## src/rtl/rx_serial_7e1.sv

```systemverilog
// 7E1 asynchronous serial receiver: start bit, 7 data bits LSB first, even parity, 1 stop bit.
// Delivers one character per frame with a strobe, a sticky availability flag and error strobes.
`timescale 1ns/1ps
module rx_serial_7e1 #(
  parameter int CLK_FREQ = 50_000_000,
  parameter int BAUD     = 115_200
) (
  input  logic       clock,
  input  logic       reset,
  input  logic       RX,
  input  logic       limpa,
  output logic [6:0] dados,
  output logic       pronto,
  output logic       tem_dado,
  output logic       erro_paridade,
  output logic       erro_frame,
  output logic [3:0] db_estado
);

  localparam int M    = CLK_FREQ / BAUD;
  localparam int HALF = M / 2;
  localparam int CW   = $clog2(M);
  localparam logic [CW-1:0] LAST_BIT  = CW'(M - 1);
  localparam logic [CW-1:0] LAST_HALF = CW'(HALF - 1);

  typedef enum logic [3:0] {
    INICIAL     = 4'd0,
    START       = 4'd1,
    DADOS       = 4'd2,
    PARIDADE    = 4'd3,
    STOP        = 4'd4,
    ENTREGA     = 4'd5,
    ESPERA_ALTO = 4'd6
  } state_t;

  state_t        state_reg, state_next;
  logic [CW-1:0] cnt_reg, cnt_next;
  logic [2:0]    idx_reg, idx_next;
  logic [6:0]    shift_reg, shift_next;
  logic          par_err_reg, par_err_next;
  logic [6:0]    dados_reg, dados_next;
  logic          pronto_reg, pronto_next;
  logic          tem_dado_reg, tem_dado_next;
  logic          perr_reg, perr_next;
  logic          ferr_reg, ferr_next;
  logic          rx_meta_reg, rxs_reg;

  // Two-flop synchronizer; idle-high reset value so reset never looks like a start edge.
  always_ff @(posedge clock) begin
    if (!reset) begin
      rx_meta_reg <= 1'b1;
      rxs_reg     <= 1'b1;
    end else begin
      rx_meta_reg <= RX;
      rxs_reg     <= rx_meta_reg;
    end
  end

  always_ff @(posedge clock) begin
    if (!reset) begin
      state_reg    <= INICIAL;
      cnt_reg      <= '0;
      idx_reg      <= '0;
      shift_reg    <= '0;
      par_err_reg  <= 1'b0;
      dados_reg    <= '0;
      pronto_reg   <= 1'b0;
      tem_dado_reg <= 1'b0;
      perr_reg     <= 1'b0;
      ferr_reg     <= 1'b0;
    end else begin
      state_reg    <= state_next;
      cnt_reg      <= cnt_next;
      idx_reg      <= idx_next;
      shift_reg    <= shift_next;
      par_err_reg  <= par_err_next;
      dados_reg    <= dados_next;
      pronto_reg   <= pronto_next;
      tem_dado_reg <= tem_dado_next;
      perr_reg     <= perr_next;
      ferr_reg     <= ferr_next;
    end
  end

  always_comb begin
    state_next    = state_reg;
    cnt_next      = cnt_reg;
    idx_next      = idx_reg;
    shift_next    = shift_reg;
    par_err_next  = par_err_reg;
    dados_next    = dados_reg;
    pronto_next   = 1'b0;
    perr_next     = 1'b0;
    ferr_next     = 1'b0;
    tem_dado_next = limpa ? 1'b0 : tem_dado_reg;

    unique case (state_reg)
      INICIAL: begin
        if (!rxs_reg) begin
          state_next = START;
          cnt_next   = '0;
        end
      end
      START: begin
        if (cnt_reg == LAST_HALF) begin
          cnt_next   = '0;
          idx_next   = '0;
          state_next = rxs_reg ? INICIAL : DADOS;
        end else begin
          cnt_next = cnt_reg + 1'b1;
        end
      end
      DADOS: begin
        if (cnt_reg == LAST_BIT) begin
          cnt_next   = '0;
          shift_next = {rxs_reg, shift_reg[6:1]};
          idx_next   = idx_reg + 3'd1;
          if (idx_reg == 3'd6) state_next = PARIDADE;
        end else begin
          cnt_next = cnt_reg + 1'b1;
        end
      end
      PARIDADE: begin
        if (cnt_reg == LAST_BIT) begin
          cnt_next     = '0;
          par_err_next = rxs_reg ^ (^shift_reg);
          state_next   = STOP;
        end else begin
          cnt_next = cnt_reg + 1'b1;
        end
      end
      STOP: begin
        if (cnt_reg == LAST_BIT) begin
          cnt_next = '0;
          if (rxs_reg) begin
            state_next = ENTREGA;
          end else begin
            ferr_next  = 1'b1;
            state_next = ESPERA_ALTO;
          end
        end else begin
          cnt_next = cnt_reg + 1'b1;
        end
      end
      ENTREGA: begin
        // Set of tem_dado takes priority over a simultaneous limpa.
        dados_next    = shift_reg;
        pronto_next   = 1'b1;
        tem_dado_next = 1'b1;
        perr_next     = par_err_reg;
        state_next    = INICIAL;
      end
      ESPERA_ALTO: begin
        if (rxs_reg) state_next = INICIAL;
      end
      default: state_next = INICIAL;
    endcase
  end

  assign dados         = dados_reg;
  assign pronto        = pronto_reg;
  assign tem_dado      = tem_dado_reg;
  assign erro_paridade = perr_reg;
  assign erro_frame    = ferr_reg;
  assign db_estado     = state_reg;

endmodule

```

## config.mk

```make
export PLATFORM = sky130hd
export DESIGN_NAME = rx_serial_7e1
export DESIGN_NICKNAME = d
export VERILOG_FILES = /design/src/rtl/rx_serial_7e1.sv
export SDC_FILE = /design/constraint.sdc
export NUM_CORES = 1
export LEC_CHECK = 0
export BUFFER_PORTS_ARGS = -buffer_cell sky130_fd_sc_hd__buf_2
export CAP_MARGIN = 20
export CELL_PAD_IN_SITES_DETAIL_PLACEMENT = 0
export CELL_PAD_IN_SITES_GLOBAL_PLACEMENT = 2
export CORE_MARGIN = 2
export CORE_UTILIZATION = 35
export DETAILED_ROUTE_END_ITERATION = 8
export GPL_ROUTABILITY_DRIVEN = 0
export PLACE_DENSITY = 0.82
export SYNTH_ARGS = -nofsm -noshare
export SYNTH_HDL_FRONTEND = slang
export SYNTH_SLANG_ARGS = --single-unit
export TNS_END_PERCENT = 50
```

## constraint.sdc

```tcl
create_clock -name clock -period 4.15 [get_ports clock]
set_clock_uncertainty 0.1 [all_clocks]
set_input_delay 0.415 -clock clock [delete_from_list [all_inputs] [get_ports clock]]
set_output_delay 0.415 -clock clock [all_outputs]
set_load 0.05 [all_outputs]
```

# After elaboration in Yosys (flattened, before gate mapping)
# Index checks and enable logic that the tools add are counted.
# totals
regBits	37
latch_bits	0
mem_bits_rw	0
mem_bits_ro	0
in_bits	4
out_inout_bits	15
elab_cells	65
mem_count	0
# op_classes
addsub	2
mul	0
div	0
n_lt_le_gt_ge	0
eq_ne	16
shift	0
muxes	21
bitwise	1
reduce_logical	13
# op_table
op	count
$mux 4	7
$mux 9	3
$pmux 9 s3	1
$pmux 4 s6	1
$ne 2x2->1 const B	7
$eq 4x3->1 const B	3
$add 9x1->9 const B	1
$eq 9x8->1 const B	1
$eq 9x9->1 const B	1
$eq 4x2->1 const B	2
$reduce_and 2->1	4
$reduce_and 7->1	1
$reduce_xor 7->1	1
$mux 3	2
$pmux 3 s2	1
$reduce_and 3->1	2
$eq 4x1->1 const B	1
$logic_not 4->1	1
$mux 1	4
$mux 2	2
$reduce_bool 2->1	2
$add 3x1->3 const B	1
$eq 3x3->1 const B	1
$reduce_bool 3->1	1
other kinds (2)	2

# Logic depth before layout (Yosys ltp)
# Gate-level depths: netlist of the first run.
# depth
ltp_word	4
mapped_depth	8
ltp_nobuf	7

# Worst setup path before layout of the first run
# OpenSTA, ideal clock, no wires.
# synth_path
kind	register -> register
start	register state_reg[0] (netlist: db_estado[0])
end	register cnt_reg[7]
setup_time_ps	74
arrival_time_ps	1966
t_required_ps	3976
setup_slack_ps	2010
path_stages_with_launch	8
path_buffers	2
synth_period_minus_slack_ps	2140
path_cell_list	dfxtp_1 > buf_2 > inv_1 > or3_1 > o22ai_4 > buf_6 > nand3b_1 > a31oi_1
# synth_via
elab_chain_len	4
elab_cells_between_ends	10
cone_classes	5 x eq/ne; 1 x mux; 4 x reduce/logical
# synth_rtl
element	line	rtl
start, declared	36	state_t state_reg, state_next;
start signal, assigned	72	state_reg <= state_next;
$eq 4x3->1 / $eq 4x2->1 (equally long branches)	97	unique case (state_reg)
$reduce_or 3->1 (no source line)	--	
$reduce_bool 3->1 (no source line)	--	
$reduce_and 2->1 (no source line)	--	
end signal, assigned	73	cnt_reg <= cnt_next;
end, declared	37	logic [CW-1:0] cnt_reg, cnt_next;
# Several ways; a longest one is shown, not always the timed one.
# A chain may end at the register's enable or synchronous reset.

# Worst setup path in the final report of the first run
# layout_path
start	register cnt_reg[0]
end	register state_reg[1] (netlist: db_estado[1])
# layout_via
elab_chain_len	3
elab_cells_between_ends	7
cone_classes	6 x eq/ne; 1 x reduce/logical
# layout_rtl
element
$eq 9x9->1 / $eq 9x8->1 (equally long branches)
$ne 2x2->1 (no source line)
$reduce_and 7->1 (no source line) (*)
# Mark *: on every way between the ends. The rest lies on a longest branch, timed or not.

==> key figures, run 1 <==
Timing
  • Final worst path period share: 49.89%
  • Setup TNS: 0 ns
  • Worst hold margin: ~0.21 ns
  • Transition time of the tightest slew-check pin: about 0.99 ns
  • Tightest slew margin relative to the limit: between 30% and 40%
  • F_max: between 0.4 and 0.5 GHz
  • Minimum setup slack in the final design: between 2 and 2.5 ns
  • Setup repair after global routing missed its margin: no
  • Final-report setup violation count: 0
  • Min cycle time layout: just over 2 ns
  • Final hold vios: 0
  • Max Slew Vio Count: 0

Logic synthesis
  • Net Count, Synth: between 200 and 250
  • Biggest area contributors in the synthesized netlist: sky130_fd_sc_hd__dfxtp_1 (41%), sky130_fd_sc_hd__mux2i_1 (9.2%), sky130_fd_sc_hd__nor2_1 (5.8%)
  • Top_reg_cell synth: sky130_fd_sc_hd__dfxtp_1
  • Area share of the leading cell type in the synthesized netlist: around two fifths
  • Number of unique standard cell types used by synthesis: 42
  • Mean instance size in the synthesized netlist: 8.796 µm²
  • Seq/Total Area, Yosys: between 40% and 50%
  • Count of state elements after synthesis: 36
  • Cell area after technology mapping: around 1700 µm²
  • Cell taking the most area after synthesis: sky130_fd_sc_hd__dfxtp_1
  • Number of enable-type register cells in the synthesized netlist: 0
  • Async SR Flop Fraction: 0%
  • Number of warnings issued by yosys: 0
  • Post-synthesis instance total: a little under 200

Hold path
  • WHS Endpoint: rx_meta_reg
  • Startpoint of the lowest-slack hold path: RX
  • Number of cells on the worst hold path: 2
  • Worst min-delay path category: in -> reg

Pwr
  • Static leakage: around 0.84 nW
  • Pwr per Cell Area: ~340 nW/µm²
  • Post-layout total power: around 0.68 mW
  • Largest vdd supply drop: ~170 µV

Floorplan
  • Vertical die dimension: 74.54 µm
  • Die Area: roughly 5600 µm²
  • Site Rows: 25
  • Core Area: approximately 4800 µm²
  • Initial standard-cell utilization of the core: a little over a third
  • Floorplan die width: 74.54 µm
  • Number of top-level design ports: 19

Clock tree
  • H-tree depth: 2
  • Cts hold-fix bufs: 0
  • Number of sinks on the clock net: 36
  • TritonCTS clock tree: yes
  • Number of buffers inserted during clock tree synthesis: 5
  • Insertion delay to the later sink of the worst-skew pair: approximately 0.28 ns
  • Number of setup buffers added after CTS: 0
  • Post-CTS Resized: 0
  • Root cell of the clock tree: sky130_fd_sc_hd__clkbuf_8
  • Clock Tree Buf Depth: 2
  • Clk pin slew, worst setup/hold paths: around 0.070 ns

Worst setup path
  • Data required time at the worst endpoint: approximately 4.3 ns
  • CP Data Arrival Time: around 2.2 ns
  • CP Buf/Inv Count: 1
  • Biggest cell delay along the critical path: ~0.36 ns
  • Slowest cell on the critical path: sky130_fd_sc_hd__dfxtp_1
  • Max Fanout on Critical Path: 18
  • Family of cells with the greatest summed delay on the critical path: simple AND/OR/NAND/NOR gates
  • Kind of start point of the critical path: flip-flop
  • Worst r2r dst: db_estado[1]
  • Depth of the worst register-to-register path: 7
  • Critical path type: reg -> reg
  • Worst reg2reg startpoint: cnt_reg[0]
  • Endpoint type of the worst setup path: flip-flop
  • Crit-path cells: inv_1 > ha_1 > or3b_1 > nor4_2 > o22ai_4 > a21oi_1 > mux2i_1
  • R2R setup slack: 2.08 ns

Outcome
  • Run status: finished, final reports clean

Cells and area
  • Leading cell type in the layout, fill and taps excluded: sky130_fd_sc_hd__dfxtp_1
  • Layout Area Growth over Synthesis: 12.93%
  • Leading cell types in the layout, fill and taps excluded: sky130_fd_sc_hd__dfxtp_1 (36), sky130_fd_sc_hd__nor2_1 (27), sky130_fd_sc_hd__nand2_1 (24), sky130_fd_sc_hd__buf_2 (17), sky130_fd_sc_hd__mux2i_1 (16)
  • Final Instance Count excl. Fillers: 280
  • Diode count: 0
  • Final design utilization: approximately two fifths
  • Flip-flop count of the largest register, all copies and words added: 9
  • Final std cell area, no fill: around 2000 µm²
  • NumNets Final: 221
  • Share of final-layout standard cells stronger than drive strength 1: around 16%

Route
  • Post-Route WL: ~3500 µm
  • Via density per instance: 4.889
  • Number of optimization iterations in the first detailed-route pass: 4
  • DR iter-0 viols: 54
  • Per-cell routed wire length: 12.59 µm
  • Antenna Nets Post-Route: 0
  • Total DRC errors in the routed layout: 0
  • Count of vias placed by the detailed router: approximately 1400

Global route
  • Maximum number of pins on one net before global-route repair: 32
  • Wire length of the first global-routing pass: approximately 6100 µm
  • Number of global-route vias before repair: 1276
  • Global router's overall resource usage: between 10 and 15%
  • Initial antenna violation count: 0
  • Global route total overflow: 0

Placement
  • Post-DP Area: 1859 µm²
  • Detail Placement HPWL: 2399 µm
  • Place WS: around 2.1 ns
  • Post-placement cell count: around 270
  • IO buf count: 17

Run
  • Number of maximum-capacitance violations: 0
-- metal layers --
| metal | vias up | wire (µm) | GRT usage (%) | part of all wire (%) |
|---|---|---|---|---|
| met4 | 0 | 48 | 5.556 | 1.4 |
| met2 | 22 | 1593 | 21.93 | 45 |
| met3 | 7 | 108 | 3.388 | 3.1 |
| li1 | 705 | - | - | - |
| met5 | - | 0 | 0 | 0 |
| met1 | 635 | 1773 | 19.14 | 50 |
-- synthesized netlist by cell type, types with 2 or more instances --
cell type	number
sky130_fd_sc_hd__dfxtp_1	36
sky130_fd_sc_hd__nand3b_1	6
sky130_fd_sc_hd__xnor2_1	8
sky130_fd_sc_hd__nand2b_1	4
sky130_fd_sc_hd__nand3_1	11
sky130_fd_sc_hd__inv_1	5
sky130_fd_sc_hd__ha_1	5
sky130_fd_sc_hd__clkbuf_1	5
sky130_fd_sc_hd__o21ai_0	3
sky130_fd_sc_hd__nand2_1	24
sky130_fd_sc_hd__or2_2	2
sky130_fd_sc_hd__a21oi_1	7
sky130_fd_sc_hd__a31oi_1	7
sky130_fd_sc_hd__nor2_1	27
sky130_fd_sc_hd__mux2i_1	16
sky130_fd_sc_hd__nor3_1	3
sky130_fd_sc_hd__nor2b_1	2
sky130_fd_sc_hd__buf_2	2
sky130_fd_sc_hd__o21a_1	2
-- cells by family (layout without fill, tap and decap cells) --
logic type	count (synthesis)	in the layout	synth area share (%)
other	1	1	0.2153
xor gates and xnor gates	9	9	4.526
adders and majority gates	5	5	3.592
AOI/OAI and AO/OA	23	23	8.763
buffers and inverters	15	30	4.023
DFF	36	36	41.38
and+or+nand+nor	92	92	27.66
muxes	17	17	9.842
-- where the power goes --
group	switching (mW)	internal [mW]	leakage, nW
Clock	0.125	0.178	0.0552
Combinational	0.0163	0.00713	0.490
Sequential	0.00242	0.347	0.290
Total	0.144	0.532	0.836
-- cell type report --
cell class | count | area (µm²)
fill | 500 | 2788
multi-input combinational | 147 | 950.9
sequential | 36 | 720.7
timing repair buffer | 17 | 85.08
tap | 67 | 83.83
clock buffer | 6 | 72.57
clock inverter | 2 | 35.03
inverter | 5 | 18.77
-- worst max path at each step --
stage                 startpoint            to  slack (ns)  cells after the start
global placement    db_estado[1]  shift_reg[4]        2.15                      4
CTS                   cnt_reg[0]  db_estado[1]        2.06                      7
finish                cnt_reg[0]  db_estado[1]        2.08                      7
global route        db_estado[1]  shift_reg[3]        1.86                      4
detailed placement    cnt_reg[0]  db_estado[1]        2.09                      7
floorplan           db_estado[0]    cnt_reg[7]        2.01                      7
Note: power is estimated with default switching activity, not from simulation.
==> inputs of run 2 (changes only) <==
--- a/config.mk
+++ b/config.mk
@@ -10,10 +10,10 @@
 export CELL_PAD_IN_SITES_DETAIL_PLACEMENT = 0
 export CELL_PAD_IN_SITES_GLOBAL_PLACEMENT = 2
 export CORE_MARGIN = 2
-export CORE_UTILIZATION = 35
+export CORE_UTILIZATION = 32
 export DETAILED_ROUTE_END_ITERATION = 8
 export GPL_ROUTABILITY_DRIVEN = 0
-export PLACE_DENSITY = 0.82
+export PLACE_DENSITY = 0.79
 export SYNTH_ARGS = -nofsm -noshare
 export SYNTH_HDL_FRONTEND = slang
 export SYNTH_SLANG_ARGS = --single-unit
==> constraint.sdc (replaced) <==
create_clock -name clock -period 1.9 [get_ports clock]
set_clock_uncertainty 0.1 [all_clocks]
set_input_delay 0.19 -clock clock [delete_from_list [all_inputs] [get_ports clock]]
set_output_delay 0.19 -clock clock [all_outputs]
set_load 0.05 [all_outputs]
==> key figures, run 2 (same netlist as run 1, synthesis figures left out) <==
Outcome
  • Run status: finished, final reports clean

Worst setup path
  • Max Fanout on Critical Path: 7 (-11)
  • Endpoint type of the worst setup path: flip-flop
  • Kind of start point of the critical path: flip-flop
  • Data required time at the worst endpoint: 1.95 ns (-2.32 ns)
  • CP Data Arrival Time: 1.87 ns (-0.32 ns)
  • Critical path type: reg -> reg

Timing
  • Transition time of the tightest slew-check pin: 0.5832 ns (-0.4103 ns)
  • Setup TNS: 0 ns (unchanged)
  • Minimum setup slack in the final design: 0.07228 ns (-2.007 ns)
  • Max Slew Vio Count: 0 (unchanged)
  • Final hold vios: 0 (unchanged)
  • F_max: 0.5471 GHz (+13%)
  • Min cycle time layout: 1.828 ns (-0.2425 ns)
  • Tightest slew margin relative to the limit: 61.00% (+27 points)
  • Final-report setup violation count: 0 (unchanged)
  • Final worst path period share: 96.20% (+46 points)
  • Setup repair after global routing missed its margin: yes

Route
  • Post-Route WL: 3567 µm (+1.2%)
  • Total DRC errors in the routed layout: 0 (unchanged)
  • Count of vias placed by the detailed router: 1401 (+2.3%)
  • Number of optimization iterations in the first detailed-route pass: 4 (unchanged)
  • Antenna Nets Post-Route: 0 (unchanged)
  • Via density per instance: 4.686 (-4.2%)
  • DR iter-0 viols: 62 (+15%)
  • Per-cell routed wire length: 11.93 µm (-5.2%)

Global route
  • GR peak layer: met2
  • Met3 track demand over resource: 4.186% (+0.80 points)
  • Global router's overall resource usage: 13.07% (-1.1 points)
  • Grt met2 use: 19.22% (-2.7 points)
  • Maximum number of pins on one net before global-route repair: 16 (-50%)
  • Wire length of the first global-routing pass: 6203 µm (+2.3%)
  • Met1 Use GR: 17.58% (-1.6 points)
  • Global route total overflow: 0 (unchanged)
  • Initial antenna violation count: 0 (unchanged)
  • Number of global-route vias before repair: 1333 (+4.5%)

Clock tree
  • Clock Tree Buf Depth: 2 (unchanged)
  • Insertion delay to the later sink of the worst-skew pair: 0.29 ns (about the same)
  • Number of sinks on the clock net: 36 (unchanged)
  • Number of buffers inserted during clock tree synthesis: 5 (unchanged)
  • Clk pin slew, worst setup/hold paths: 0.08 ns (about the same)
  • TritonCTS clock tree: yes
  • Number of setup buffers added after CTS: 0 (unchanged)
  • Root cell of the clock tree: sky130_fd_sc_hd__clkbuf_8
  • H-tree depth: 2 (unchanged)

Floorplan
  • Initial standard-cell utilization of the core: 33.67% (-3.0 points)
  • Site Rows: 26 (+4.0%)
  • Floorplan die width: 77.78 µm (+4.3%)
  • Number of top-level design ports: 19 (unchanged)
  • Die Area: 6049 µm² (+8.9%)
  • Core Area: 5172 µm² (+8.8%)
  • Vertical die dimension: 77.78 µm (+4.3%)

Pwr
  • Post-layout total power: 1.360 mW (+100%)
  • Pwr per Cell Area: 650.1 nW/µm² (+89%)
  • Largest vdd supply drop: 257.1 µV (+48%)
  • Static leakage: 0.9065 nW (+8.4%)

Cells and area
  • Share of final-layout standard cells stronger than drive strength 1: 23.58% (+7.6 points)
  • Leading cell types in the layout, fill and taps excluded: sky130_fd_sc_hd__dfxtp_1 (33), sky130_fd_sc_hd__nor2_1 (27), sky130_fd_sc_hd__nand2_1 (24), sky130_fd_sc_hd__buf_2 (17), sky130_fd_sc_hd__mux2i_1 (16)
  • Diode count: 0 (unchanged)
  • Layout Area Growth over Synthesis: 20.12%
  • Leading cell type in the layout, fill and taps excluded: sky130_fd_sc_hd__dfxtp_1
  • Flip-flop count of the largest register, all copies and words added: 9 (unchanged)
  • NumNets Final: 237 (+7.2%)

Placement
  • IO buf count: 17 (unchanged)
  • Place WS: 0.01610 ns (-2.070 ns)
  • Detail Placement HPWL: 2523 µm (+5.1%)

Run
  • Number of maximum-capacitance violations: 0 (unchanged)

Hold path
  • Worst min-delay path category: in -> reg
[run 2: changes by cell type in the layout (fill, tap and decap cells not counted), sizes merged]
cell	delta
clkbuf	+1
dlygate4sd3	+1
bufinv	-1
buf	+15
[run 2: worst paths after layout]
check | startpoint | to | slack (ns) | cells after the start
max | cnt_reg[0] | cnt_reg[2] | 0.07 | 9
min | reset | rxs_reg | 0.05 | 2
max reg2reg | cnt_reg[0] | cnt_reg[2] | 0.07 | 9
min reg2reg | rx_meta_reg | rxs_reg | 0.34 | 1
[run 2: worst max-delay path, cell delays in order (launching register included)]
cell,delay (ns)
sky130_fd_sc_hd__dfxtp_2,0.33
sky130_fd_sc_hd__inv_2,0.05
sky130_fd_sc_hd__ha_1,0.13
sky130_fd_sc_hd__or3b_4,0.38
sky130_fd_sc_hd__nor4_4,0.13
sky130_fd_sc_hd__buf_4,0.16
sky130_fd_sc_hd__o22ai_4,0.08
sky130_fd_sc_hd__buf_6,0.15
sky130_fd_sc_hd__nand3b_1,0.08
sky130_fd_sc_hd__a31oi_1,0.11
[run 2: what timing repair did]
item | 4_1_cts | 5_1_grt
pin swaps | 1 | 1
endpoints found under the hold margin | 1 | 0
hold buffers | 1 | 0
endpoints found under the setup margin | 1 | 12
resized for setup | 0 | 6
[run 2: report_power, final]
group,switching [mW],leakage (nW),internal (mW)
clock network,0.272,0.0424,0.262
logic,0.0402,0.572,0.0247
registers,0.00419,0.292,0.757
total,0.317,0.906,1.04
[run 2: per-stage QoR]
step	util (%)	instance area (µm²)	cells	hold WS, ns
after floorplan	-	1747	198	0.1630
after global placement	38.29	1981	290	0.2762
after detailed placement	38.29	1981	290	0.2725
after CTS	40.13	2076	299	0.04167
after global routing	40.45	2092	299	0.03957
final	40.45	2092	299	0.05000
[run 2: cell type report]
type                            instances  area, µm²
Clock inverter                          1      8.758
Inverter                                5      18.77
Fill cell                             521       3080
Tap cell                               70      87.58
Clock buffer                            7      76.32
Multi-Input combinational cell        147      962.2
Sequential cell                        36      726.9
Timing Repair Buffer                   33      211.5
[run 2: layer usage]
layer | vias up | share of wire (%)
met1 | 640 | 55
met4 | 0 | 0.95
met5 | - | 0
met3 | 2 | 3.7
li1 | 735 | -
met2 | 24 | 40
==> inputs of run 3 (changes only) <==
--- a/config.mk
+++ b/config.mk
@@ -5,15 +5,17 @@
 export SDC_FILE = /design/constraint.sdc
 export NUM_CORES = 1
 export LEC_CHECK = 0
+export ABC_AREA = 1
 export BUFFER_PORTS_ARGS = -buffer_cell sky130_fd_sc_hd__buf_2
 export CAP_MARGIN = 20
 export CELL_PAD_IN_SITES_DETAIL_PLACEMENT = 0
 export CELL_PAD_IN_SITES_GLOBAL_PLACEMENT = 2
 export CORE_MARGIN = 2
-export CORE_UTILIZATION = 32
+export CORE_UTILIZATION = 29
+export CTS_CLUSTER_DIAMETER = 40
 export DETAILED_ROUTE_END_ITERATION = 8
 export GPL_ROUTABILITY_DRIVEN = 0
-export PLACE_DENSITY = 0.79
+export PLACE_DENSITY = 0.77
 export SYNTH_ARGS = -nofsm -noshare
 export SYNTH_HDL_FRONTEND = slang
 export SYNTH_SLANG_ARGS = --single-unit
==> key figures, run 3 <==
Cells and area
  • Final std cell area, no fill: 2062 µm² (-1.4%)
  • Flip-flop count of the largest register, all copies and words added: 9 (unchanged)
  • Final design utilization: 34.62% (-5.8 points)
  • Leading cell types in the layout, fill and taps excluded: sky130_fd_sc_hd__nand2_1 (52), sky130_fd_sc_hd__dfxtp_1 (36), sky130_fd_sc_hd__nor2_1 (33), sky130_fd_sc_hd__inv_1 (25), sky130_fd_sc_hd__nand3_1 (18)
  • NumNets Final: 284 (+20%)
  • Share of final-layout standard cells stronger than drive strength 1: 19.57% (-4.0 points)
  • Leading cell type in the layout, fill and taps excluded: sky130_fd_sc_hd__nand2_1
  • Layout Area Growth over Synthesis: 14.37%
  • Diode count: 0 (unchanged)

Floorplan
  • Number of top-level design ports: 19 (unchanged)
  • Floorplan die width: 82.85 µm (+6.5%)
  • Vertical die dimension: 82.85 µm (+6.5%)
  • Initial standard-cell utilization of the core: 30.27% (-3.4 points)
  • Core Area: 5956 µm² (+15%)
  • Site Rows: 28 (+7.7%)
  • Die Area: 6864 µm² (+13%)

Logic synthesis
  • Multiplexer fraction of the synthesized cell area: 0% (-9.8 points)
  • Top_reg_cell synth: sky130_fd_sc_hd__dfxtp_1
  • Seq/Total Area, Yosys: 39.97% (-1.4 points)
  • Combinational family with the most area after synthesis: simple AND/OR/NAND/NOR gates
  • Synthesized-area fraction occupied by xor and xnor cells: 3.400% (-1.1 points)
  • Arithmetic-cell share of the synthesized area counting full adders, half adders and majority gates: 3.470% (-0.12 points)
  • Mean instance size in the synthesized netlist: 7.126 µm² (-19%)
  • Area share of the leading cell type in the synthesized netlist: 39.97% (-1.4 points)
  • Cell types with the highest counts after synthesis: sky130_fd_sc_hd__nand2_1 (52), sky130_fd_sc_hd__dfxtp_1 (36), sky130_fd_sc_hd__nor2_1 (33)
  • Number of unique standard cell types used by synthesis: 28 (-33%)
  • Cell area after technology mapping: 1803 µm² (+3.5%)
  • Post-synthesis instance total: 253 (+28%)
  • Number of enable-type register cells in the synthesized netlist: 0 (unchanged)
  • Area fraction in compound gates after synthesis: 12.21% (+3.4 points)
  • Number of warnings issued by yosys: 0 (unchanged)
  • Area fraction in and, or, nand and nor cells after synthesis: 32.89% (+5.2 points)
  • Count of state elements after synthesis: 36 (unchanged)
  • Net Count, Synth: 262 (+27%)
  • Cell taking the most area after synthesis: sky130_fd_sc_hd__dfxtp_1
  • Biggest area contributors in the synthesized netlist: sky130_fd_sc_hd__dfxtp_1 (40%), sky130_fd_sc_hd__nand2_1 (11%), sky130_fd_sc_hd__nor2_1 (6.9%)
  • Async SR Flop Fraction: 0% (unchanged)
  • Dominant cell by count in the synthesized netlist: sky130_fd_sc_hd__nand2_1

Route
  • Number of optimization iterations in the first detailed-route pass: 5 (+1)
  • Per-cell routed wire length: 11.60 µm (-2.8%)
  • Count of vias placed by the detailed router: 1577 (+13%)
  • Post-Route WL: 4071 µm (+14%)
  • Antenna Nets Post-Route: 0 (unchanged)
  • Via density per instance: 4.493 (-4.1%)
  • DR iter-0 viols: 86 (+39%)
  • Total DRC errors in the routed layout: 0 (unchanged)

Pwr
  • Static leakage: 0.9295 nW (+2.5%)
  • Power share of the sequential group: 37.0% (-19 points)
  • Combinational cell fraction of total power: 40.7% (+36 points)
  • Psw: 1.127 mW (+260%)
  • Switching share of power: 45.28% (+22 points)
  • Post-layout total power: 2.490 mW (+83%)
  • Share of total power in the clock network: 22.4% (-17 points)
  • Pwr per Cell Area: 1207 nW/µm² (+86%)
  • Largest vdd supply drop: 660.4 µV (+160%)
  • Int Power: 1.362 mW (+31%)

Timing
  • Min cycle time layout: 1.633 ns (-0.1943 ns)
  • Final worst path period share: 85.97% (-10 points)
  • Max Slew Vio Count: 0 (unchanged)
  • Setup repair after global routing missed its margin: no
  • Final hold vios: 0 (unchanged)
  • Setup TNS: 0 ns (unchanged)
  • F_max: 0.6122 GHz (+12%)
  • Final-report setup violation count: 0 (unchanged)

Clock tree
  • Post-CTS Resized: 0 (unchanged)
  • Number of sinks on the clock net: 36 (unchanged)
  • Insertion delay to the later sink of the worst-skew pair: 0.29 ns (about the same)
  • H-tree depth: 2 (unchanged)
  • Root cell of the clock tree: sky130_fd_sc_hd__clkbuf_8
  • Clk pin slew, worst setup/hold paths: 0.08 ns (about the same)
  • TritonCTS clock tree: yes
  • Clock Tree Buf Depth: 2 (unchanged)
  • Number of buffers inserted during clock tree synthesis: 5 (unchanged)

Worst setup path
  • Max Fanout on Critical Path: 13 (+6)
  • R2R setup slack: 0.27 ns (+0.19 ns)
  • Crit-path cells: ha_1 > nand2_1 > nor2_1 > nand2_2 > nor2_4 > o21ai_0 > a21oi_1
  • Slowest cell on the critical path: sky130_fd_sc_hd__dfxtp_1
  • Worst reg2reg startpoint: cnt_reg[0]
  • Biggest cell delay along the critical path: 0.43 ns (+0.05 ns)
  • Data required time at the worst endpoint: 2.02 ns (+0.07 ns)
  • CP Data Arrival Time: 1.76 ns (-0.11 ns)
  • Depth of the worst register-to-register path: 7 (-2)
  • Worst r2r dst: shift_reg[6]
  • Critical path type: reg -> reg
  • Endpoint type of the worst setup path: flip-flop
  • Kind of start point of the critical path: flip-flop

Run
  • Number of maximum-capacitance violations: 0 (unchanged)

Outcome
  • Run status: finished, final reports clean

Global route
  • Global route total overflow: 0 (unchanged)
  • Wire length of the first global-routing pass: 6865 µm (+11%)
  • Number of global-route vias before repair: 1423 (+6.8%)
  • Global router's overall resource usage: 12.22% (-0.85 points)
  • Maximum number of pins on one net before global-route repair: 15 (-1)
  • Initial antenna violation count: 0 (unchanged)

Placement
  • Post-DP Area: 1964 µm² (-0.82%)
  • IO buf count: 17 (unchanged)
  • Detail Placement HPWL: 2959 µm (+17%)

Hold path
  • Number of cells on the worst hold path: 4 (+2)
  • WHS Endpoint: tem_dado
  • Worst min-delay path category: in -> reg
  • Startpoint of the lowest-slack hold path: limpa
==> run 3: changes by cell type after synthesis, moves of 7 or more <==
cell | before | now
sky130_fd_sc_hd__nand2_1 | 24 | 52
sky130_fd_sc_hd__inv_1 | 5 | 25
sky130_fd_sc_hd__mux2i_1 | 16 | 0
sky130_fd_sc_hd__o21ai_0 | 3 | 14
sky130_fd_sc_hd__a21oi_1 | 7 | 17
sky130_fd_sc_hd__nand2_2 | 0 | 8
sky130_fd_sc_hd__a31oi_1 | 7 | 0
sky130_fd_sc_hd__nand3_1 | 11 | 18
==> run 3: critical path: cells and delay by family (launching register included) <==
family                     cells  cell delay [ns]
adders and majority gates      1             0.20
DFF                            1             0.43
and+or+nand+nor                4             0.59
AOI/OAI and AO/OA              2             0.25
==> run 3: how the worst max path moves through the flow <==
stage / slack [ns] / cells past startpoint / to / startpoint
2_1_floorplan: 0.22 / 7 / cnt_reg[2] / db_estado[2]
3_3_place_gp: 0.30 / 7 / shift_reg[6] / cnt_reg[0]
3_5_place_dp: 0.27 / 7 / shift_reg[6] / cnt_reg[0]
4_1_cts: 0.25 / 7 / shift_reg[6] / cnt_reg[0]
5_1_grt: 0.04 / 7 / shift_reg[1] / cnt_reg[0]
6_report: 0.27 / 7 / shift_reg[6] / cnt_reg[0]
==> run 3: through the flow <==
| step | setup slack [ns] | hold slack, ns | instances |
|---|---|---|---|
| finish | 0.2666 | 0.04901 | 351 |
| global route | 0.04371 | 0.05932 | 351 |
| CTS | 0.2483 | 0.04450 | 351 |
| detailed placement | 0.2722 | 0.2841 | 342 |
| global placement | 0.3002 | 0.2855 | 342 |
| floorplan | 0.2167 | 0.1966 | 253 |
==> run 3: repair_timing <==
| action | 4_1_cts | 5_1_grt |
|---|---|---|
| hold buffers | 1 | 0 |
| hold endpoints to repair | 1 | 0 |
| buffers inserted | 0 | 0 |
==> run 3: kinds of logic (layout without fill, tap and decap cells) <==
group,after synthesis,after routing
flops,36,36
fa+ha+maj,5,5
other cells,1,1
xor+xnor,7,7
simple gates,129,129
buf+inv,34,57
compound gates,41,41
==> run 3: area by class of cell <==
type	instances	area, µm²
Sequential cell	36	720.7
Clock inverter	3	18.77
Fill cell	670	3894
Multi-Input combinational cell	183	940.9
Clock buffer	5	68.82
Tap cell	75	93.84
Inverter	29	108.9
Timing Repair Buffer	20	110.1
==> run 3: power groups by stage <==
| stage | Clock (mW) | Sequential, mW | Combinational, mW |
|---|---|---|---|
| global placement | 0 | 0.933 | 1.03 |
| global route | 0.606 | 0.931 | 1.15 |
| finish | 0.557 | 0.921 | 1.01 |
| CTS | 0.572 | 0.918 | 1.02 |
| floorplan | 0 | 1.09 | 0.631 |
| detailed placement | 0 | 0.937 | 1.01 |
==> run 3: metal layers <==
| layer | global-route usage, % | wire (µm) |
|---|---|---|
| met3 | 3.479 | 173 |
| met4 | 3.577 | 46 |
| met2 | 17.89 | 1750 |
| met1 | 17.45 | 2101 |
| met5 | 0 | 0 |
